### src/rtl/ram_1port_bwe.sv
// Single-port synchronous RAM model with byte-lane write enables, a req/ready/valid handshake
// and 1- or 2-cycle read latency. Define RAM_1PORT_BWE_INIT_CLR_EN to add the post-reset clear sequencer.
module ram_1port_bwe #(
  parameter int                  ADR_BIT  = 4,
  parameter int                  DAT_BIT  = 32,
  parameter int                  WEN_BIT  = 4,
  parameter int                  RD_LAT   = 1,
  parameter logic [DAT_BIT-1:0]  INIT_VAL = '0
) (
  input  logic               clk,
  input  logic               rst_n,
  input  logic               req,
  input  logic               we,
  input  logic [WEN_BIT-1:0] wen,
  input  logic [ADR_BIT-1:0] addr,
  input  logic [DAT_BIT-1:0] w_data,
  output logic               ready,
  output logic [DAT_BIT-1:0] r_data,
  output logic               r_valid
);

  localparam int LANE_W = DAT_BIT / WEN_BIT;
  localparam int DEPTH  = 1 << ADR_BIT;

  if (RD_LAT != 1 && RD_LAT != 2) begin : g_bad_rd_lat
    $fatal(1, "ram_1port_bwe: RD_LAT must be 1 or 2");
  end
  if (DAT_BIT % WEN_BIT != 0) begin : g_bad_lanes
    $fatal(1, "ram_1port_bwe: DAT_BIT must be a multiple of WEN_BIT");
  end

  function automatic logic [DAT_BIT-1:0] lane_merge(input logic [DAT_BIT-1:0] old_w,
                                                    input logic [DAT_BIT-1:0] new_w,
                                                    input logic [WEN_BIT-1:0] en);
    logic [DAT_BIT-1:0] res;
    res = old_w;
    for (int i = 0; i < WEN_BIT; i++) begin
      if (en[i]) res[i*LANE_W +: LANE_W] = new_w[i*LANE_W +: LANE_W];
    end
    return res;
  endfunction

  logic [DAT_BIT-1:0] mem_q [DEPTH];
  logic               accept;
  logic               rd_acc;
  logic               wr_acc;
  logic               clr_active;
  logic [ADR_BIT-1:0] clr_addr;

  assign accept = req & ready;
  assign rd_acc = accept & ~we;
  assign wr_acc = accept & we;

`ifdef RAM_1PORT_BWE_INIT_CLR_EN
  localparam logic [0:0]         ST_CLR   = 1'b0;
  localparam logic [0:0]         ST_IDLE  = 1'b1;
  localparam logic [ADR_BIT-1:0] LAST_ADR = '1;

  logic [0:0]         state_q, state_d;
  logic [ADR_BIT-1:0] clr_cnt_q, clr_cnt_d;

  always_comb begin
    state_d   = state_q;
    clr_cnt_d = clr_cnt_q;
    if (state_q == ST_CLR) begin
      clr_cnt_d = clr_cnt_q + ADR_BIT'(1);
      if (clr_cnt_q == LAST_ADR) state_d = ST_IDLE;
    end
  end

  always_ff @(posedge clk or negedge rst_n) begin
    if (!rst_n) begin
      state_q   <= ST_CLR;
      clr_cnt_q <= '0;
    end else begin
      state_q   <= state_d;
      clr_cnt_q <= clr_cnt_d;
    end
  end

  assign ready      = (state_q == ST_IDLE);
  assign clr_active = (state_q == ST_CLR);
  assign clr_addr   = clr_cnt_q;
`else
  assign ready      = 1'b1;
  assign clr_active = 1'b0;
  assign clr_addr   = '0;
`endif

  // Array write port: the clear sequencer owns it while ready is low.
  logic               mem_we;
  logic [ADR_BIT-1:0] mem_waddr;
  logic [DAT_BIT-1:0] mem_wdata;

  always_comb begin
    mem_we    = wr_acc;
    mem_waddr = addr;
    mem_wdata = lane_merge(mem_q[addr], w_data, wen);
    if (clr_active) begin
      mem_we    = 1'b1;
      mem_waddr = clr_addr;
      mem_wdata = INIT_VAL;
    end
  end

  always_ff @(posedge clk) begin
    if (mem_we) mem_q[mem_waddr] <= mem_wdata;
  end

  // Stage p0: array read registered at the accept edge.
  logic               rd_vld_p0_q, rd_vld_p0_d;
  logic [DAT_BIT-1:0] rd_data_p0_q, rd_data_p0_d;

  always_comb begin
    rd_vld_p0_d  = rd_acc;
    rd_data_p0_d = rd_acc ? mem_q[addr] : rd_data_p0_q;
  end

  always_ff @(posedge clk or negedge rst_n) begin
    if (!rst_n) begin
      rd_vld_p0_q  <= 1'b0;
      rd_data_p0_q <= '0;
    end else begin
      rd_vld_p0_q  <= rd_vld_p0_d;
      rd_data_p0_q <= rd_data_p0_d;
    end
  end

  if (RD_LAT == 2) begin : g_lat2
    // Stage p1: extra output register, holds its data between reads.
    logic               rd_vld_p1_q, rd_vld_p1_d;
    logic [DAT_BIT-1:0] rd_data_p1_q, rd_data_p1_d;

    always_comb begin
      rd_vld_p1_d  = rd_vld_p0_q;
      rd_data_p1_d = rd_vld_p0_q ? rd_data_p0_q : rd_data_p1_q;
    end

    always_ff @(posedge clk or negedge rst_n) begin
      if (!rst_n) begin
        rd_vld_p1_q  <= 1'b0;
        rd_data_p1_q <= '0;
      end else begin
        rd_vld_p1_q  <= rd_vld_p1_d;
        rd_data_p1_q <= rd_data_p1_d;
      end
    end

    assign r_valid = rd_vld_p1_q;
    assign r_data  = rd_data_p1_q;
  end else begin : g_lat1
    assign r_valid = rd_vld_p0_q;
    assign r_data  = rd_data_p0_q;
  end

endmodule
### config.mk
export PLATFORM = sky130hd
export DESIGN_NAME = ram_1port_bwe
export DESIGN_NICKNAME = d
export VERILOG_FILES = /design/src/rtl/ram_1port_bwe.sv
export SDC_FILE = /design/constraint.sdc
export NUM_CORES = 1
export LEC_CHECK = 0
export CAP_MARGIN = 10
export CORE_UTILIZATION = 65
export DETAILED_ROUTE_END_ITERATION = 12
export GPL_TIMING_DRIVEN = 0
export PLACE_DENSITY = 0.87
export SETUP_SLACK_MARGIN = 0.1
export SLEW_MARGIN = 15
export SYNTH_ARGS = -nofsm -noshare
export SYNTH_HDL_FRONTEND = slang
export SYNTH_SLANG_ARGS = --single-unit
### constraint.sdc
create_clock -name clk -period 5.4 [get_ports clk]
set_input_delay 0.54 -clock clk [delete_from_list [all_inputs] [get_ports clk]]
set_output_delay 0.54 -clock clk [all_outputs]
set_load 0.005 [all_outputs]
==> results.md <==
* Dominant synthesized flop cell: edfxtp_1
* Routed len/inst at 33.58 um
* Layout cells sized above 1 at between 20% and 30%
* Crit Path Category: in2reg
* Top cells by area, synth: edfxtp_1 73%, mux4_2 14%, dfrtp_1 3.9%, a221oi_1 2.6%, mux2i_1 1.5%
* Fillers at 1540
* Final setup margin at about 1.7 ns
* Hold buffers post-CTS at 1
* P_leak at 8.055 nW
* Vias at ~11k
* Total clock sinks at between 500 and 600
* Max Clock Freq at 268.3 MHz
* Crit path cell chain: clkdlybuf4s50_1 -> nand2b_1 -> buf_2 -> clkbuf_1 -> o22ai_1 -> a221oi_1 -> buf_4
* Pwr dens at 370.9 nW/um^2
* Synth warn at 0
* DRC at 0
* Worst-Margin Slew at 1.095 ns
* EDFF count, synth at around 500
* H-tree depth at 2
* Clock Skew at 0.01174 ns
* Cell Area, Placed at 22990 sq um
* Dpl cells at ~1.5k
* Slew headroom at 26.97%
* Post-Syn Nets at 1007
* Row count at 65
* CTS tree: yes
* Fin. Hold Viols at 0
* Initial Util at 66.24%
* Unrepaired setup endpoints after global routing: no
* Min Tclk post-route at 3.728 ns
* Number of synthesized register bits at 545
* CP Capture Type: flop
* Peak supply drop at about 0.31 mV
* Place WS at ~1.3 ns
* Average vias per placed instance at 7.126
* Yosys top cell area share at ~73%
* Final RePlAce weighted congestion at 0.7472
* Seq/Total Area, Yosys at 77.11%
* Crit path largest cell delay at approximately 0.96 ns
* Post-CTS Setup Inserts at 0
* Avg Cell Area, Syn at 21.82 sq um
* Layout Cells excl Fill at 1606
* # resized after CTS at 0
* Vias in the first global route at 12.19k
* Outcome: complete, no violations
* Remaining Overflow, GRT at 0
* Max-slew violations at 0
* Hold/Removal Path Class: in2async
* Max-cap violations at 0
* CTS Buf Count at 52
* IO Count at 78
* Worst-path clk slew at 0.06 ns
* Initial DRC count at about 1.5k
* Die Span Y at 181.8 um
* GRT Resource Usage Total at roughly 34%
* Yosys top cell by area: edfxtp_1
* Post-synth ARST share at under 10%
* Period Utilization, post-route at 69.03%
* Post-DP HPWL at 33.43 mm
* Mapped Cells at 963
* Root Buffer: clkbuf_16
* Final setup fails at 0
* Die Footprint at 33040 sq um
* Finished Cell Area at between 20000 and 25000 sq um
* Yosys cell types at 27
* Syn Std Cell Area at 21010 sq um
* Layout Nets at 1204
* Antenna violations before repair at 1
* Largest net degree at the start of global routing at 24
* Clock Latency Late Sink at 0.56 ns
* Crit path arrival time at a little over 4 ns
* Synthesis-to-finish area growth at 17.87%
* Initial DRT Pass Iterations at 5
* CP max FO at 11
* Slowest cell on the critical path: a221oi_1
* Port Buffers at 73
* Longest Clk Path Bufs at 3
* Worst EP required at about 5.8 ns
* Chip width at 181.8 um
* Core area at between 30000 and 40000 sq um
* Setup TNS at 0 ns
* Routed Antenna Nets at 0
* Worst setup SP type: input pin
* Global-route wire length before repair at 78.45 mm
* Total detailed-routing wirelength at roughly 54 mm
==> flip-flops by register name, indices dropped and copies added (netlist names) <==
register  count
mem_q       512
r_valid       1
r_data       32
==> worst paths after layout <==
kind / start / end / slack (ns) / depth (start not counted)
worst max-delay path: addr[1] / mem_q[1][21]$_DFFE_PP_ / 1.67 / 7
worst min-delay path: rst_n / r_data[2]$_DFFE_PN0P_ / 0.41 / 2
worst max register to register: mem_q[1][6]$_DFFE_PP_ / mem_q[9][6]$_DFFE_PP_ / 3.23 / 4
worst min register to register: r_data[2]$_DFFE_PN0P_ / r_data[2]$_DFFE_PN0P_ / 0.57 / 2
max in group asynchronous: rst_n / r_data[20]$_DFFE_PN0P_ / 4.46 / 3
min in group clk: addr[0] / r_data[3]$_DFFE_PN0P_ / 0.53 / 3
==> where the power goes <==
part | internal, mW | switching (mW)
clock | 2.18 | 1.52
sequential | 4.76 | 0.0413
combinational | 0.297 | 0.396
==> layout by cell type (no fill, tap or decap), types with 5 or more instances in the layout <==
| cell type | n |
|---|---|
| buf_16 | 5 |
| mux2i_1 | 32 |
| clkbuf_8 | 17 |
| mux4_2 | 128 |
| buf_2 | 41 |
| clkinv_2 | 8 |
| nor2_4 | 9 |
| nor3_2 | 6 |
| clkdlybuf4s50_1 | 72 |
| a221oi_2 | 6 |
| nor2b_1 | 5 |
| dfrtp_1 | 33 |
| o22ai_1 | 31 |
| buf_12 | 10 |
| clkbuf_1 | 32 |
| clkbuf_16 | 53 |
| a221oi_1 | 58 |
| buf_4 | 46 |
| nor2_1 | 64 |
| edfxtp_1 | 512 |
==> critical path: cells and delay by family <==
| kind | cells | cell delay, ns |
|---|---|---|
| AOI/OAI and AO/OA | 2 | 1.30 |
| buffers and inverters | 4 | 2.08 |
| and+or+nand+nor | 1 | 0.19 |
==> Yosys cell counts (3+ instances only) <==
cell type and number:
buf_1 4, inv_1 4, mux2i_1 32, nor2b_1 5, clkbuf_1 20, nor3_1 6, edfxtp_1 512, dfrtp_1 33
buf_2 19, buf_4 8, nand2b_1 3, buf_12 5, buf_6 4, mux4_2 128, nor2_1 73, o22ai_1 31
a221oi_1 62
==> logic make-up after synthesis <==
logic type / Yosys count / synth area share (%)
other: 1 / 0.01785
muxes: 160 / 15.25
AOI/OAI and AO/OA: 96 / 3.710
buffers and inverters: 66 / 2.001
DFF: 545 / 77.11
and+or+nand+nor: 95 / 1.912
==> final cells by class <==
class | instances | area, sq um | area share (%)
antenna | 2 | 5.005 | 0.02021
buffer | 62 | 405.4 | 1.637
clock buffer | 82 | 1605 | 6.482
clock inverter | 14 | 148.9 | 0.6013
inverter | 4 | 15.01 | 0.06063
multi-input combinational | 352 | 4517 | 18.24
sequential | 545 | 16200 | 65.42
tap | 402 | 503.0 | 2.031
timing repair buffer | 143 | 1364 | 5.507
==> layer usage <==
metal / vias to the layer above / GRT usage (%) / part of all wire (%)
met5: - / 0 / 0
met3: 161 / 7.641 / 11
li1: 4500 / - / -
met2: 943 / 56.20 / 51
met4: 0 / 15.02 / 3.8
met1: 5841 / 43.80 / 34
==> per-stage QoR <==
| step | total power [mW] | util [%] | hold WS, ns |
|---|---|---|---|
| floorplan | 5.225 | - | 0.2444 |
| CTS | 9.185 | 78.04 | 0.4036 |
| global route | 9.391 | 78.06 | 0.4373 |
| detailed placement | 5.552 | 72.48 | 0.4478 |
| global placement | 5.479 | 70.13 | 0.5561 |
| finish | 9.186 | 78.08 | 0.4129 |
No activity file was read; power rests on OpenSTA's default activity.
